### src/rtl/arith_pkg.sv
// Shared constants for the bit-serial arithmetic blocks.
// Holds the default operand width and the sequencer state encoding.
package arith_pkg;

    localparam int ARITH_WIDTH = 8;

    typedef enum logic [1:0] {
        ST_IDLE = 2'd0,
        ST_RUN  = 2'd1,
        ST_DONE = 2'd2
    } arith_state_e;

endpackage : arith_pkg

### src/rtl/full_subtractor.sv
// One-bit full subtractor built from gate primitives: d = a - b - bin.
// bout is set when the bit position has to borrow from the next one.
module full_subtractor (
    input  wire a,
    input  wire b,
    input  wire bin,
    output wire d,
    output wire bout
);

    wire a_xor_b;
    wire a_n;
    wire a_xnor_b;
    wire brw_ab;
    wire brw_in;

    xor g_x0 (a_xor_b, a, b);
    xor g_x1 (d, a_xor_b, bin);
    not g_n0 (a_n, a);
    not g_n1 (a_xnor_b, a_xor_b);
    and g_a0 (brw_ab, a_n, b);
    and g_a1 (brw_in, a_xnor_b, bin);
    or  g_o0 (bout, brw_ab, brw_in);

endmodule : full_subtractor

### src/rtl/serial_subtractor.sv
// Bit-serial subtractor: in_a - in_b, one bit per clock, LSB first,
// through a single full_subtractor cell and a borrow flop.
module serial_subtractor
    import arith_pkg::*;
#(
    parameter int WIDTH = ARITH_WIDTH
) (
    input  logic             clk,
    input  logic             rst,
    input  logic             start,
    input  logic [WIDTH-1:0] in_a,
    input  logic [WIDTH-1:0] in_b,
    output logic             busy,
    output logic             done,
    output logic [WIDTH:0]   out,
    output logic             out_v,
    output logic [1:0]       dbg_state
);

    localparam int CNT_W = $clog2(WIDTH);
    localparam logic [CNT_W-1:0] LAST_BIT = CNT_W'(WIDTH - 1);

    // Handshake: start is sampled only in IDLE or DONE; busy is high while a
    // subtraction runs (start ignored, not queued); done pulses for one cycle
    // and out/out_v are valid from that cycle until the next completion.

    arith_state_e      state_q,   state_d;
    logic [CNT_W-1:0]  bit_cnt_q, bit_cnt_d;
    logic [WIDTH-1:0]  a_q,       a_d;
    logic [WIDTH-1:0]  b_q,       b_d;
    logic [WIDTH-1:0]  res_q,     res_d;
    logic              borrow_q,  borrow_d;
    logic              a_msb_q,   a_msb_d;
    logic              b_msb_q,   b_msb_d;
    logic [WIDTH:0]    out_q,     out_d;
    logic              out_v_q,   out_v_d;

    wire cell_d;
    wire cell_bout;

    full_subtractor u_cell (
        .a    (a_q[0]),
        .b    (b_q[0]),
        .bin  (borrow_q),
        .d    (cell_d),
        .bout (cell_bout)
    );

    always_comb begin
        state_d   = state_q;
        bit_cnt_d = bit_cnt_q;
        a_d       = a_q;
        b_d       = b_q;
        res_d     = res_q;
        borrow_d  = borrow_q;
        a_msb_d   = a_msb_q;
        b_msb_d   = b_msb_q;
        out_d     = out_q;
        out_v_d   = out_v_q;

        case (state_q)
            ST_IDLE, ST_DONE: begin
                if (start) begin
                    state_d   = ST_RUN;
                    a_d       = in_a;
                    b_d       = in_b;
                    a_msb_d   = in_a[WIDTH-1];
                    b_msb_d   = in_b[WIDTH-1];
                    res_d     = '0;
                    borrow_d  = 1'b0;
                    bit_cnt_d = '0;
                end else begin
                    state_d = ST_IDLE;
                end
            end
            ST_RUN: begin
                a_d       = {1'b0, a_q[WIDTH-1:1]};
                b_d       = {1'b0, b_q[WIDTH-1:1]};
                res_d     = {cell_d, res_q[WIDTH-1:1]};
                borrow_d  = cell_bout;
                bit_cnt_d = bit_cnt_q + 1'b1;
                if (bit_cnt_q == LAST_BIT) begin
                    state_d = ST_DONE;
                    out_d   = {cell_bout, cell_d, res_q[WIDTH-1:1]};
                    // Signed overflow only when operand signs differ and the
                    // result sign disagrees with the minuend.
                    out_v_d = (a_msb_q ^ b_msb_q) & (cell_d ^ a_msb_q);
                end
            end
            default: state_d = ST_IDLE;
        endcase
    end

    always_ff @(posedge clk) begin
        if (rst) begin
            state_q   <= ST_IDLE;
            bit_cnt_q <= '0;
            a_q       <= '0;
            b_q       <= '0;
            res_q     <= '0;
            borrow_q  <= 1'b0;
            a_msb_q   <= 1'b0;
            b_msb_q   <= 1'b0;
            out_q     <= '0;
            out_v_q   <= 1'b0;
        end else begin
            state_q   <= state_d;
            bit_cnt_q <= bit_cnt_d;
            a_q       <= a_d;
            b_q       <= b_d;
            res_q     <= res_d;
            borrow_q  <= borrow_d;
            a_msb_q   <= a_msb_d;
            b_msb_q   <= b_msb_d;
            out_q     <= out_d;
            out_v_q   <= out_v_d;
        end
    end

    assign busy      = (state_q == ST_RUN);
    assign done      = (state_q == ST_DONE);
    assign out       = out_q;
    assign out_v     = out_v_q;
    assign dbg_state = state_q;

endmodule : serial_subtractor
### config.mk
export PLATFORM = sky130hd
export DESIGN_NAME = serial_subtractor
export DESIGN_NICKNAME = d
export VERILOG_FILES = /design/src/rtl/arith_pkg.sv /design/src/rtl/full_subtractor.sv /design/src/rtl/serial_subtractor.sv
export SDC_FILE = /design/constraint.sdc
export NUM_CORES = 1
export LEC_CHECK = 0
export ABC_AREA = 0
export BUFFER_PORTS_ARGS = -buffer_cell sky130_fd_sc_hd__buf_2
export CORE_MARGIN = 4
export CORE_UTILIZATION = 40
export CTS_CLUSTER_SIZE = 16
export DETAILED_ROUTE_END_ITERATION = 8
export GPL_TIMING_DRIVEN = 1
export PLACE_DENSITY = 0.71
export SKIP_LAST_GASP = 1
export SYNTH_ARGS = -nofsm -noshare
export SYNTH_HDL_FRONTEND = slang
export SYNTH_SLANG_ARGS = --single-unit
### constraint.sdc
create_clock -name clk -period 1.9 [get_ports clk]
set_input_delay 0.285 -clock clk [delete_from_list [all_inputs] [get_ports clk]]
set_output_delay 0.285 -clock clk [all_outputs]
set_load 0.005 [all_outputs]
# == Word level (Yosys, flattened, before mapping) ==
# Cells that the tools add are included.
# W data, S select, Z words.
# word_totals
reg_bits,42
inputBits,19
out_inout_bits,14
word_cells,45
# classes
add_sub_neg,1
eq_ne,5
n_mux,13
n_bitwise,10
n_reduce_logical,6
# op_table
op,count
$pmux W8 S2,3
$mux W8,3
$pmux W3 S2,1
$reduce_and A2 Y1,3
$pmux W2 S2,1
$xor A1 B1 Y1,4
$add A3 B1 Y3 const B,1
$and A1 B1 Y1,3
$eq A3 B3 Y1 const B,1
$mux W3,1
$eq A2 B1 Y1 const B,1
$eq A2 B2 Y1 const B,1
$logic_not A2 Y1,1
$mux W1,2
$mux W2,1
$ne A2 B1 Y1 const B,1
$ne A2 B2 Y1 const B,1
$not A1 Y1,2
$pmux W1 S2,1
$reduce_bool A2 Y1,1
$reduce_or A2 Y1,1
$or A1 B1 Y1,1

# == Longest topological paths before layout ==
# depth
depth_word,5
mapped_depth,6
mapped_depth_nobuf,5

# == Cells and area by module ==
# From an unflattened synthesis, not the netlist that was laid out.
# hier_totals
cells_unflattened,205
hier_area_um2,1684.1
# by_module_without_submodules
module,instances,cells_per_inst,area_each_um2,seq_area_each_um2
serial_subtractor,1,201,1652.8,820.8
full_subtractor,1,4,31.3,0.0

# == Least setup slack after synthesis ==
# OpenSTA, ideal clock, no wires.
# synth_timing
path_kind,register -> register
startpoint,register borrow_q
endpoint,register out_v_q (netlist: out_v)
setup_time_ns,0.086
arrival_time_ns,1.251
required_time_ns,1.814
path_slack_ns,0.563
path_stages_with_launch,6
path_buffers,0
synth_period_minus_slack_ns,1.337
cell_sequence,dfxtp_1 > inv_1 > fa_1 > nor2_1 > a21oi_1 > a211oi_1
# synth_via
elab_chain_len,3
# synth_rtl
item,line_no,rtl
start: declaration,serial_subtractor.sv:32,"logic borrow_q, borrow_d;"
start signal: assignment,serial_subtractor.sv:112,borrow_q <= borrow_d;
$xor A1 B1 Y1,full_subtractor.sv:18,"xor g_x1 (d, a_xor_b, bin);"
named net cell_d,serial_subtractor.sv:38,wire cell_d;
$xor A1 B1 Y1,serial_subtractor.sv:87,out_v_d = (a_msb_q ^ b_msb_q) & (cell_d ^ a_msb_q);
$and A1 B1 Y1,serial_subtractor.sv:87,
end signal: assignment,serial_subtractor.sv:116,out_v_q <= out_v_d;
end: declaration,serial_subtractor.sv:36,"logic out_v_q, out_v_d;"
# The timed path passes the listed nets, and every way through them passes these cells.
# A chain may end at the register's enable or synchronous reset.

# == Worst setup path after layout ==
# layout_timing
startpoint,register state_q[0] (netlist: dbg_state[0])
endpoint,output port busy
# layout_via
elab_chain_len,1
# layout_rtl
item,line_no,rtl
start: declaration,serial_subtractor.sv:27,"arith_state_e state_q, state_d;"
start signal: assignment,serial_subtractor.sv:107,state_q <= state_d;
$eq A2 B1 Y1,serial_subtractor.sv:120,assign busy = (state_q == ST_RUN);
end: declaration,serial_subtractor.sv:13,"output logic busy,"
# No other way between the ends.

==> flow_metrics.tcl <==
set metrics [dict create \
    start_util 0.414 \
    synth_cells 203 \
    core_area_um2 4000 \
    cp.required_ns 1.62 \
    cts_hold_buf 0 \
    drive_gt1_frac 0.192 \
    fin_crit_ns 1.45 \
    cp_max_fo 12 \
    ys_seq_elements 41 \
    syn-num-nets 225 \
    wl_um 3340 \
    place_congestion 0.748 \
    grt_pass1_wl_um 5890 \
    cts_tree "built" \
    ant_nets 0 \
    grt_antenna_before_repair 0 \
    power_density_nw_per_um2 925 \
    netlist_area_um2 1660 \
    hold_viol_final 0 \
    slew_viol_final 0 \
    synth-edff-count 0 \
    grt_use_total 0.141 \
    drc 0 \
    area_growth_pct 15.3 \
    drv_cap 0 \
    antennaDiodeCount 0 \
    routed_via_density 4.96 \
    rsz0062_at_grt "no" \
    cts-buffers-inserted 5 \
    crit_chain "nand2b_1 -> inv_2 -> buf_2" \
    crit_arrival_ns 1.17 \
    die-height_um 72.4 \
    cts_setup_buffers 0 \
    yosys.area.top_type "dfxtp_1" \
    wire_per_inst_um 12.0 \
    syn_avg_cell_area_um2 8.16 \
    std_cell_rows 23 \
    synth_top_area_share 0.495 \
    nets 251 \
    skew_ns 0.00606 \
    end_kind "primary output" \
    die_x_um 72.4 \
    max_freq_mhz 689 \
    clk_latency_ns 0.29 \
    ios 33 \
    ys_top_cells_by_count "57 x nand2_1, 41 x dfxtp_1, 24 x a21oi_1, 19 x nor2_1, 14 x a311oi_1" \
    grt_pass1_vias 1339 \
    ys_types 20 \
    crit_type "reg -> out" \
    cts_resized 0 \
    critPathMaxStageDelay_ns 0.43 \
    tightestPinTransition_ns 0.713 \
    dr_total_vias 1383 \
    async_flop_share 0 \
    drt_iter0_drc 74 \
    yosysSeqAreaShare 0.495 \
    relSlewSlack 0.525 \
    path_clk_slew_ns 0.07 \
    grt_max_degree 43 \
    synth.most_common_cell "nand2_1" \
    min_path_type "in -> reg" \
    design_area_um2 1910 \
    critPathLaunchType "register" \
    finalSetupViolCount 0 \
    worst_ir_drop_vdd_v 0.000459 \
    hpwl_um 2200 \
    dpl-instance-area_um2 1810 \
    synth_area_leaders "dfxtp_1 50%, nand2_1 13%, a311oi_1 7.4%" \
    yosysWarnings 0 \
    post-route-period-util 0.764 \
    die_area_um2 5240 \
    leakage_uw 0.000769 \
    root_buffer "clkbuf_8" \
    drt-pass1-iter-count 4 \
    synthFlopType "dfxtp_1" \
    htree_levels 2 \
    clkSinkCount 41 \
    outcome "completed" \
    tns_ns 0 \
    io_buffer_count 32 \
    grt-ovfl-total 0 \
    cts_buffer_depth 2 \
    cp_slowest_cell "dfxtp_1" \
    nFillCells 407 \
]
critical path, delay by kind of cell, from the launching register on:
family,cells,cell delay [ns]
buffers and inverters,2,0.33
DFF,1,0.43
and+or+nand+nor,1,0.11
layout make-up:
cell class / instances / area (um2) / share of cell area
clock buffer: 5 / 68.8 / 0.0360
clock inverter: 2 / 35.0 / 0.0183
inverter: 3 / 11.3 / 0.00589
timing repair buffer: 36 / 190 / 0.0995
sequential: 41 / 821 / 0.430
tap: 50 / 62.6 / 0.0327
multi-input combinational: 142 / 722 / 0.378
placed cells by master (no fill, tap or decap), drive strengths merged:
cell	Yosys	layout
bufinv	0	1
nand2b	4	4
nor2	19	19
o21a	1	1
ha	2	2
nand2	57	57
buf	12	36
a21oi	24	24
nor2b	2	2
a311oi	14	14
nand3b	2	2
a211oi	2	2
and3b	1	1
fa	1	1
clkinv	0	1
inv	3	3
nand3	13	13
dfxtp	41	41
clkbuf	5	5
cell families after synthesis:
| logic type | count (synthesis) | synth area share |
|---|---|---|
| adders and majority gates | 3 | 0.0272 |
| AOI/OAI and AO/OA | 41 | 0.160 |
| buffers and inverters | 20 | 0.0687 |
| and+or+nand+nor | 98 | 0.248 |
| DFF | 41 | 0.495 |
flip-flops by register name (all words and copies together), names as in the netlist:
name       flops
b_msb_q        1
borrow_q       1
b_q            8
res_q          7
dbg_state      2
bit_cnt_q      3
out            9
a_msb_q        1
a_q            8
out_v          1
path summary, 6_finish.rpt:
kind / startpoint / to / slack (ns) / cells after the start
setup reg to reg: bit_cnt_q[0] / out_v / 0.47 / 5
setup / recovery: dbg_state[0] / busy / 0.45 / 3
hold / removal: in_b[5] / b_q[5] / 0.25 / 3
hold reg to reg: out[3] / out[3] / 0.45 / 2
metrics by stage:
| stage | total power (uW) | worst slack, ns | util | hold WS, ns | cells |
|---|---|---|---|---|---|
| finish | 1770 | 0.448 | 0.478 | 0.253 | 279 |
| global placement | 1120 | 0.514 | 0.452 | 0.445 | 272 |
| floorplan | 1080 | 0.563 | - | 0.432 | 203 |
| global route | 1860 | 0.292 | 0.478 | 0.260 | 279 |
| CTS | 1800 | 0.419 | 0.478 | 0.239 | 279 |
| detailed placement | 1120 | 0.459 | 0.452 | 0.445 | 272 |
power by group:
| part | switching [uW] | internal, uW | total [uW] |
|---|---|---|---|
| Sequential | 24.1 | 900 | 924 |
| Clock | 284 | 382 | 666 |
| Combinational | 108 | 69.1 | 177 |
routing by layer:
metal	GRT usage	vias to the layer above	share of wire
li1	-	733	-
met1	0.166	617	0.46
met2	0.241	26	0.47
met3	0.0402	7	0.042
met4	0.0585	0	0.019
met5	0	-	0
(Power assumes the default switching activity.)
